$ cat src/rtl/ibuffer_col_pp.sv
`default_nettype none
// ============================================================================
//  Module      : ibuffer_col_pp
//  Description : Double-buffered (ping-pong) column input buffer for the edge
//                of a systolic array. A column word is written into a shadow
//                bank and swapped into the active bank on a shift request.
//                The active bank is then shifted out one element per cycle,
//                element 0 first. An optional register chain adds SKEW cycles
//                of delay to stagger neighbouring buffers.
//  Revision    : 1.0  initial release
// ----------------------------------------------------------------------------
//  Ports
//    clk           : sole clock, all state on rising edge
//    rst           : asynchronous active-high reset
//    i_write_en    : load i_iword into the shadow bank
//    i_iword       : column word, element 0 in the most significant DW bits
//    i_shift_en    : request to start shifting out the next column
//    o_od          : output element towards the array edge
//    o_ovalid      : o_od carries a real element
//    o_shift_en    : i_shift_en delayed one cycle, for the adjacent buffer
//    o_shadow_full : shadow bank holds an unconsumed word
//    o_busy        : FSM is shifting a column
//    o_done        : pulse while the last element of a column is shifted out
//    o_ovf         : sticky, a full shadow word was overwritten
// ============================================================================
module ibuffer_col_pp #(
    parameter int DW    = 8,
    parameter int DEPTH = 4,
    parameter int SKEW  = 0
) (
    input  logic                  clk,
    input  logic                  rst,
    input  logic                  i_write_en,
    input  logic [DEPTH*DW-1:0]   i_iword,
    input  logic                  i_shift_en,
    output logic [DW-1:0]         o_od,
    output logic                  o_ovalid,
    output logic                  o_shift_en,
    output logic                  o_shadow_full,
    output logic                  o_busy,
    output logic                  o_done,
    output logic                  o_ovf
);

    localparam int              C_BW   = DEPTH * DW;
    localparam int              C_CW   = (DEPTH > 1) ? $clog2(DEPTH) : 1;
    localparam logic [C_CW-1:0] C_LAST = C_CW'(DEPTH - 1);
    localparam logic [C_CW-1:0] C_ONE  = C_CW'(1);

    typedef enum logic [0:0] {
        S_IDLE  = 1'b0,
        S_SHIFT = 1'b1
    } state_t;

    state_t             r_state;
    logic [C_CW-1:0]    r_cnt;
    logic [C_BW-1:0]    r_active;
    logic [C_BW-1:0]    r_shadow;
    logic               r_shadow_full;
    logic               r_ovf;
    logic               r_shift_en_d;
    logic [DW-1:0]      r_od_pre;
    logic               r_ov_pre;

    logic               w_at_last;
    logic               w_swap;

    // A column may be chained onto the previous one only on its final cycle,
    // which keeps back-to-back columns free of bubbles.
    assign w_at_last = (r_state == S_SHIFT) && (r_cnt == C_LAST);
    assign w_swap    = i_shift_en && r_shadow_full &&
                       ((r_state == S_IDLE) || w_at_last);

    always_ff @(posedge clk or posedge rst) begin
        if (rst) begin
            r_state       <= S_IDLE;
            r_cnt         <= '0;
            r_active      <= '0;
            r_shadow      <= '0;
            r_shadow_full <= 1'b0;
            r_ovf         <= 1'b0;
            r_shift_en_d  <= 1'b0;
            r_od_pre      <= '0;
            r_ov_pre      <= 1'b0;
        end else begin
            r_shift_en_d <= i_shift_en;

            // A write in the swap cycle wins: the new word stays pending.
            if (i_write_en) begin
                r_shadow      <= i_iword;
                r_shadow_full <= 1'b1;
            end else if (w_swap) begin
                r_shadow_full <= 1'b0;
            end

            if (i_write_en && r_shadow_full && !w_swap) begin
                r_ovf <= 1'b1;
            end

            // Pre-skew output register: zero whenever nothing is emitted.
            if (r_state == S_SHIFT) begin
                r_od_pre <= r_active[C_BW-1 -: DW];
                r_ov_pre <= 1'b1;
            end else begin
                r_od_pre <= '0;
                r_ov_pre <= 1'b0;
            end

            if (w_swap) begin
                r_active <= r_shadow;
                r_cnt    <= '0;
                r_state  <= S_SHIFT;
            end else if (r_state == S_SHIFT) begin
                r_active <= {r_active[C_BW-DW-1:0], {DW{1'b0}}};
                if (w_at_last) begin
                    r_cnt   <= '0;
                    r_state <= S_IDLE;
                end else begin
                    r_cnt   <= r_cnt + C_ONE;
                end
            end
        end
    end

    generate
        if (SKEW == 0) begin : g_no_skew
            assign o_od     = r_od_pre;
            assign o_ovalid = r_ov_pre;
        end else begin : g_skew
            logic [DW:0] r_pipe [SKEW];

            always_ff @(posedge clk or posedge rst) begin
                if (rst) begin
                    for (int i = 0; i < SKEW; i++) begin
                        r_pipe[i] <= '0;
                    end
                end else begin
                    r_pipe[0] <= {r_ov_pre, r_od_pre};
                    for (int i = 1; i < SKEW; i++) begin
                        r_pipe[i] <= r_pipe[i-1];
                    end
                end
            end

            assign {o_ovalid, o_od} = r_pipe[SKEW-1];
        end
    endgenerate

    assign o_shift_en    = r_shift_en_d;
    assign o_shadow_full = r_shadow_full;
    assign o_busy        = (r_state == S_SHIFT);
    assign o_done        = w_at_last;
    assign o_ovf         = r_ovf;

endmodule
`default_nettype wire

$ cat config.mk
export PLATFORM = sky130hd
export DESIGN_NAME = ibuffer_col_pp
export DESIGN_NICKNAME = d
export VERILOG_FILES = /design/src/rtl/ibuffer_col_pp.sv
export SDC_FILE = /design/constraint.sdc
export NUM_CORES = 1
export LEC_CHECK = 0
export ABC_AREA = 1
export CORE_MARGIN = 2
export CORE_UTILIZATION = 25
export CTS_CLUSTER_DIAMETER = 200
export DETAILED_ROUTE_END_ITERATION = 8
export GPL_TIMING_DRIVEN = 0
export REMOVE_ABC_BUFFERS = 1
export SLEW_MARGIN = 20
export SYNTH_ARGS = -nofsm -noshare
export SYNTH_HDL_FRONTEND = slang
export SYNTH_SLANG_ARGS = --single-unit
export TNS_END_PERCENT = 1
$ cat constraint.sdc
create_clock -name clk -period 5.1 [get_ports clk]
set_input_delay 1.02 -clock clk [delete_from_list [all_inputs] [get_ports clk]]
set_output_delay 1.02 -clock clk [all_outputs]
set_load 0.01 [all_outputs]
# After elaboration in Yosys (flattened, before gate mapping)
# Cells that the tools add are included.
# Widths: inputs -> output; s select.
dict set report op_classes {
  add_sub_neg 1
  reduce_logical 9
  magnitude_cmp 0
  n_div 0
  n_eq_ne 1
  mux 12
  n_shift 0
  n_bitwise 1
  multipliers 0
}
# cell count
set op_table {}
lappend op_table {{$mux 32} 2}
lappend op_table {{$mux 8} 1}
lappend op_table {{$mux 1} 6}
lappend op_table {{$mux 2} 3}
lappend op_table {{$logic_and 1x1->1} 5}
lappend op_table {{$reduce_bool 2->1} 2}
lappend op_table {{$add 2x1->2 const B} 1}
lappend op_table {{$eq 2x2->1 const B} 1}
lappend op_table {{$logic_not 1->1} 1}
lappend op_table {{$logic_or 1x1->1} 1}
lappend op_table {{$not 1->1} 1}
dict set report totals {
  rom_bits 0
  mem_count 0
  input_bits 36
  ff_bits 79
  latch_bits 0
  ramBits 0
  output_inout_bits 14
  word_cells 33
}

# Depth between registers and ports, before layout
# Gate-level depths: netlist of run 1.
dict set report depth {
  depth_word 6
  mapped_depth 7
  ltp_nobuf 6
}

# Least setup slack after synthesis of run 1
# No wires, ideal clock.
dict set report synth_timing {
  kind {reg2out}
  start {register r_state (netlist: o_busy)}
  end {output o_done}
  stages_incl_launch_ff 5
  t_required_ns 4.080
  arrival_ns 0.863
  n_path_buf 2
  path_slack_ns 3.217
  path_cell_list {dfrtp_1 > buf_6 > buf_2 > nand2_1 > inv_1}
}
dict set report synth_via {
  elab_chain_len 1
}
# element line
set synth_lines {}
lappend synth_lines {{from (decl)} 55} ;# state_t r_state;
lappend synth_lines {{from (signal assigned)} 76} ;# r_state <= S_IDLE;
lappend synth_lines {{from (signal assigned)} 112} ;# r_state <= S_SHIFT;
lappend synth_lines {{from (signal assigned)} 117} ;# r_state <= S_IDLE;
lappend synth_lines {{$logic_and 1x1->1} 70} ;# assign w_at_last = (r_state == S_SHIFT) && (r_cnt == C_LAST);
lappend synth_lines {{to (decl)} 41} ;# output logic o_done,
# No other way between the ends.

# Worst setup path in the final report of run 1
# Same ends and word-level chain as after synthesis.

==> impl_metrics.tcl, run 1 <==
set metrics [dict create \
    status "finished, final reports clean" \
    grt.total_usage_pct 11.06 \
    antenna_found_initial 0 \
    ys_types 15 \
    fin_crit_sh_pct 58.26 \
    gp_congestion 0.7119 \
    synth_edf_count 0 \
    arrival_ps 1950 \
    cts_resized 0 \
    finalClockSkew_ps 3.758 \
    min_period_ps 2971 \
    final_nets 471 \
    worstMarginPinSlew_ps 780.3 \
    max_freq_mhz 336.6 \
    r2r-end "o_ovf" \
    fill_cells 1395 \
    globalRoute.totalOverflow 0 \
    crit_chain "nand2_1 -> inv_1 -> clkdlybuf4s50_1" \
    cts_buffers 9 \
    via_per_inst 4.140 \
    hold_path_depth 2 \
    critPathLaunchType "flop" \
    wire_per_inst_um 12.03 \
    powerDensity_nw_per_um2 463.2 \
    final_util_pct 31.99 \
    slowest_delay_ps 870 \
    cp.required_ps 4080 \
    postRouteWirelength_um 7374 \
    ys.flop_type "dfrtp_1" \
    r2r-start "o_busy" \
    switching_share_pct 33.28 \
    clk_latency_ps 330 \
    layout-drive-gt1-share_pct 5.950 \
    synth_top_area_share_pct 58.02 \
    cts_tree "yes" \
    setup_violations 0 \
    cts-root-buf "clkbuf_16" \
    cts_hold_buf 0 \
    cts-htree-levels 3 \
    ys_warn_count 0 \
    seqPwrFrac_pct 44.2 \
    synth-async-reset-ratio_pct 100.0 \
    yosys-top-cells-area "dfrtp_1 (58%), nand2_1 (16%), nand3_1 (12%)" \
    slowest_stage "dfrtp_2" \
    portBuffers 49 \
    synth_common_cells "nand2_1 (142), nand3_1 (84), dfrtp_1 (79)" \
    instances_no_fill 613 \
    total_power_mw 1.970 \
    reg2reg_depth 4 \
    dr.pass1.iters 5 \
    route.detailed.drc 0 \
    netlist_area_um2 3407 \
    ys_ff_latch 79 \
    ys_seq_area_share_pct 58.02 \
    place_inst 599 \
    avgSynthCellArea_um2 8.582 \
    hold_path_class "flop to flop" \
    design.portCount 50 \
    die_x_um 120.7 \
    post_cts_buffers 0 \
    cellInternalPower_mw 1.314 \
    clkPwrFrac_pct 29.5 \
    grt_pass1_wl_um 12630 \
    timing.setup.tns_ps 0 \
    dr_total_vias 2538 \
    clkTransAtPathRegs_ps 50 \
    grt_setup_unrepaired "no" \
    synthToLayoutAreaGrowth_pct 24.83 \
    ir_worst_vdd_v 0.0001585 \
    crit_fanout 38 \
    clock-sinks 79 \
    whs_endpoint "o_od[1]" \
    p_sw_mw 0.6555 \
    row_count 42 \
    crit_type "flop to output port" \
    finalHoldViolCount 0 \
    synth_top_area_cell "dfrtp_1" \
    start_util_pct 25.63 \
    end_kind "output port" \
    r2r_setup_slack_ps 3110 \
    syn-instance-count 397 \
    hpwlAfterDp_um 4207 \
    grt_max_degree 43 \
    p_leak_nw 2.240 \
    dr.first_iter.drc_count 120 \
    slew_headroom_pct 47.98 \
    die-area_um2 14580 \
    die_h_um 120.7 \
    yosysMostFrequentCell "nand2_1" \
    grt_pass1_vias 2609 \
    min-delay-start "r_active[25]" \
    core-area_um2 13300 \
    max_cap_violations 0 \
    diodes 0 \
    clock_path_buffers 2 \
    slew_viol_final 0 \
    combPwrFrac_pct 26.3 \
    ant_nets 0 \
]
-- state kept, by name (all words and copies together) (netlist names) --
| name | count |
|---|---|
| r_active | 32 |
| r_shadow | 32 |
| o_od | 8 |
| r_cnt | 2 |
| o_busy | 1 |
| o_ovalid | 1 |
| o_ovf | 1 |
| o_shadow_full | 1 |
| o_shift_en | 1 |
-- through the flow --
stage,hold slack (ps),setup WS [ps],instance area (um2)
final,468.7,2129,4253
after global placement,449.2,758.3,3969
after detailed placement,458.8,2196,3988
after floorplan,436.8,2057,3258
after global routing,494.7,2014,4253
after CTS,473.0,2100,4253
-- per-layer routing --
metal	routed length [um]	track usage, %
met1	3397	12.98
met3	279	2.594
met4	91	4.578
met2	3606	19.35
met5	0	0
-- cell usage in the layout, fill, tap and decap left out, drive strengths merged --
| cell | n |
|---|---|
| clkbuf | 13 |
| ha | 1 |
| dfrtp | 79 |
| buf | 2 |
| nand2 | 145 |
| clkdlybuf4s50 | 48 |
| clkinv | 2 |
| o21ai | 17 |
| inv | 46 |
| nand3 | 84 |
-- critical path: cells and delay by family (launching register included) --
| family | cells | cell delay (ps) |
|---|---|---|
| flops | 1 | 870 |
| buf+inv | 2 | 630 |
| simple gates | 1 | 100 |
-- layout make-up --
cell class	count	area, um2	share of cell area (%)
clock buffer	13	260.3	6.119
timing repair buffer	50	505.5	11.89
sequential	79	1978	46.51
inverter	47	183.9	4.325
tap	176	220.2	5.178
multi-input combinational	247	1100	25.86
clock inverter	1	5.005	0.1177
-- power groups by stage --
stage	logic, mW	registers [mW]	clock network, mW
detailed placement	0.529	0.882	0
floorplan	0.298	0.870	0
global route	0.589	0.890	0.628
finish	0.518	0.871	0.581
global placement	0.520	0.877	0
CTS	0.532	0.872	0.599
-- worst max path at each step --
stage | from | depth (start not counted) | end
floorplan | rst | 1 | o_busy
global placement | rst | 2 | r_shadow[5]
detailed placement | i_shift_en | 6 | o_ovf
CTS | o_busy | 3 | o_done
global route | o_busy | 3 | o_done
finish | o_busy | 3 | o_done
-- cell families (layout without fill, tap and decap cells) --
logic type	count (synthesis)	after routing	share of synthesized area, %
AOI/OAI and AO/OA	17	17	2.938
adders and majority gates	1	1	0.3672
buffers and inverters	71	111	9.695
DFF	79	79	58.02
and+or+nand+nor	229	229	28.98
No activity file was read; power rests on OpenSTA's default activity.
==> inputs of run 2 (changes only) <==
==> constraint.sdc (replaced) <==
create_clock -name clk -period 2.66 [get_ports clk]
set_input_delay 0.532 -clock clk [delete_from_list [all_inputs] [get_ports clk]]
set_output_delay 0.532 -clock clk [all_outputs]
set_load 0.01 [all_outputs]
==> results of run 2 <==
Same layout as run 1 (identical final DEF). Status: finished, final reports clean.
Among the figures that moved: setup slack after placement 2196 ps -> 243.9 ps; setup slack after layout 2129 ps -> 176.9 ps; register-to-register setup slack 3110 ps -> 670 ps; total power 1.970 mW -> 3.777 mW; worst IR drop on VDD 0.0001585 V -> 0.0003039 V
==> inputs of run 3 (changes only) <==
--- a/config.mk
+++ b/config.mk
@@ -7,11 +7,13 @@
 export LEC_CHECK = 0
 export ABC_AREA = 1
 export CORE_MARGIN = 2
-export CORE_UTILIZATION = 25
+export CORE_UTILIZATION = 48
 export CTS_CLUSTER_DIAMETER = 200
 export DETAILED_ROUTE_END_ITERATION = 8
 export GPL_TIMING_DRIVEN = 0
+export PLACE_DENSITY = 0.75
 export REMOVE_ABC_BUFFERS = 1
+export SETUP_SLACK_MARGIN = 0.2
 export SLEW_MARGIN = 20
 export SYNTH_ARGS = -nofsm -noshare
 export SYNTH_HDL_FRONTEND = slang
==> run 3 against run 2 <==
  * Die area down 47%
  * Combinational power down 2.0%
  * Count of clock-buffer cells in the layout unchanged
  * Routed wire length is 14% lower
  * Critical endpoint unchanged
  * Sequential share of layout area up 1.5 points
  * Largest cell class unchanged
  * Final area shrank 3.0%
  * Hold slack got worse by 8.4 ps
  * Clock power down 9%
  * Global-route usage grew 7.2 points
  * Sequential cell count unchanged
  * Critical path depth did not move
==> impl_metrics.tcl, run 3 (synthesized netlist as in run 1, its figures left out) <==
set metrics [dict create \
    antenna_found_initial 0 \
    wire_per_inst_um 11.86 \
    ant_nets 0 \
    r2r_setup_slack_ps 910 \
    fill_cells 602 \
    grt_pass1_wl_um 11010 \
    crit_fanout 38 \
    layout_common_cells "nand2_1 (142), nand3_1 (84), dfrtp_1 (78)" \
    row_count 30 \
    worst_slack_ps 392.8 \
    instances_no_fill 535 \
    post_cts_buffers 0 \
    grt_pass1_vias 2428 \
    clk_latency_ps 350 \
    hpwlAfterDp_um 3721 \
    fin_crit_sh_pct 85.23 \
    worstSetupEndpoint "o_done" \
    via_per_inst 4.815 \
    r2r-start "o_shadow_full" \
    grt_max_degree 43 \
    end_kind "output port" \
    portBuffers 49 \
    finalHoldViolCount 0 \
    cts-htree-levels 3 \
    worstMarginPinSlew_ps 666.3 \
    dpl_worst_slack_ps 312.0 \
    diodes 0 \
    dr.first_iter.drc_count 234 \
    start_util_pct 49.87 \
    cts_buffers 9 \
    powerDensity_nw_per_um2 885.1 \
    max_freq_mhz 441.1 \
    p_leak_nw 2.229 \
    grt_setup_unrepaired "no" \
    dr_total_vias 2576 \
    die_h_um 88.25 \
    regArea_um2 1981 \
    critPathLaunchType "flop" \
    r2r-end "o_ovf" \
    max_cap_violations 0 \
    cts-root-buf "clkbuf_8" \
    design.portCount 50 \
    postRouteWirelength_um 6344 \
    synthToLayoutAreaGrowth_pct 21.04 \
    arrival_ps 1740 \
    dr.pass1.iters 4 \
    place_inst 519 \
    cts_tree "yes" \
    setup_violations 0 \
    crit_start "o_busy" \
    hold_path_class "flop to flop" \
    die-area_um2 7788 \
    core-area_um2 6832 \
    clkTransAtPathRegs_ps 80 \
    finalClockSkew_ps 10.92 \
    final_common_cell "nand2_1" \
    die_x_um 88.25 \
    status "finished, final reports clean" \
    hold_path_depth 2 \
    globalRoute.totalOverflow 0 \
    cp.required_ps 2130 \
    slew_viol_final 0 \
    cts_resized 0 \
    final_nets 471 \
    grt.total_usage_pct 18.28 \
    route.detailed.drc 0 \
    clock_path_buffers 2 \
    ir_worst_vdd_v 0.0003377 \
    crit_type "flop to output port" \
    reg2reg_depth 5 \
    slew_headroom_pct 55.58 \
    multi_input_area_um2 1100 \
    min_period_ps 2267 \
    cts_hold_buf 0 \
    layout-drive-gt1-share_pct 6.606 \
    gp_congestion 0.7564 \
    clock-sinks 79 \
]
==> run 3: cell count changes in the layout (fill, tap and decap cells not counted) <==
cell,before,now
clkbuf_8,2,12
dfrtp_2,1,0
clkbuf_1,2,1
clkbuf_16,9,0
dfrtp_4,0,1
bufinv_16,0,2
==> run 3: metal layers <==
| layer | vias up | GRT usage, % | share of wire, % |
|---|---|---|---|
| met5 | - | 0 | 0 |
| met4 | 0 | 8.678 | 1.7 |
| met3 | 10 | 3.731 | 5.7 |
| met2 | 77 | 30.90 | 50 |
| met1 | 1181 | 22.54 | 43 |
| li1 | 1308 | - | - |
==> run 3: cell type report <==
class | count | area share (%)
clock buffers | 13 | 4.096
clock inverters | 3 | 1.578
inverters | 47 | 4.460
multi-input cells | 247 | 26.67
flip-flops and latches | 79 | 48.03
well taps | 96 | 2.913
repair buffers | 50 | 12.26
==> run 3: through the flow <==
| step | total power, mW | TNS (ps) | hold slack [ps] | util (%) | cell area, um2 |
|---|---|---|---|---|---|
| final | 3.650 | 0 | 460.3 | 60.37 | 4124 |
| after CTS | 3.683 | 0 | 466.0 | 60.33 | 4121 |
| after global routing | 3.899 | 0 | 504.3 | 60.37 | 4124 |
| after global placement | 2.623 | -89200 | 446.7 | 56.63 | 3869 |
| after detailed placement | 2.664 | 0 | 445.9 | 56.90 | 3887 |
| after floorplan | 2.239 | 0 | 436.8 | - | 3258 |
==> run 3: critical path: stages, from the launching register on <==
cell and delay (ps):
dfrtp_4 710, nand2_1 90, inv_1 60, clkdlybuf4s50_1 520
==> run 3: worst min path at each step <==
stage	endpoint	slack, ps	from
5_1_grt	o_ovf	500	o_ovf
6_report	o_od[5]	460	r_active[29]
3_5_place_dp	o_od[0]	450	r_active[24]
4_1_cts	o_od[5]	470	r_active[29]
3_3_place_gp	o_od[2]	450	r_active[26]
2_1_floorplan	o_od[0]	440	r_active[24]
==> run 3: power breakdown <==
| group | switching (mW) | internal [mW] |
|---|---|---|
| combinational | 0.588 | 0.387 |
| sequential | 0.197 | 1.46 |
| clock | 0.410 | 0.604 |
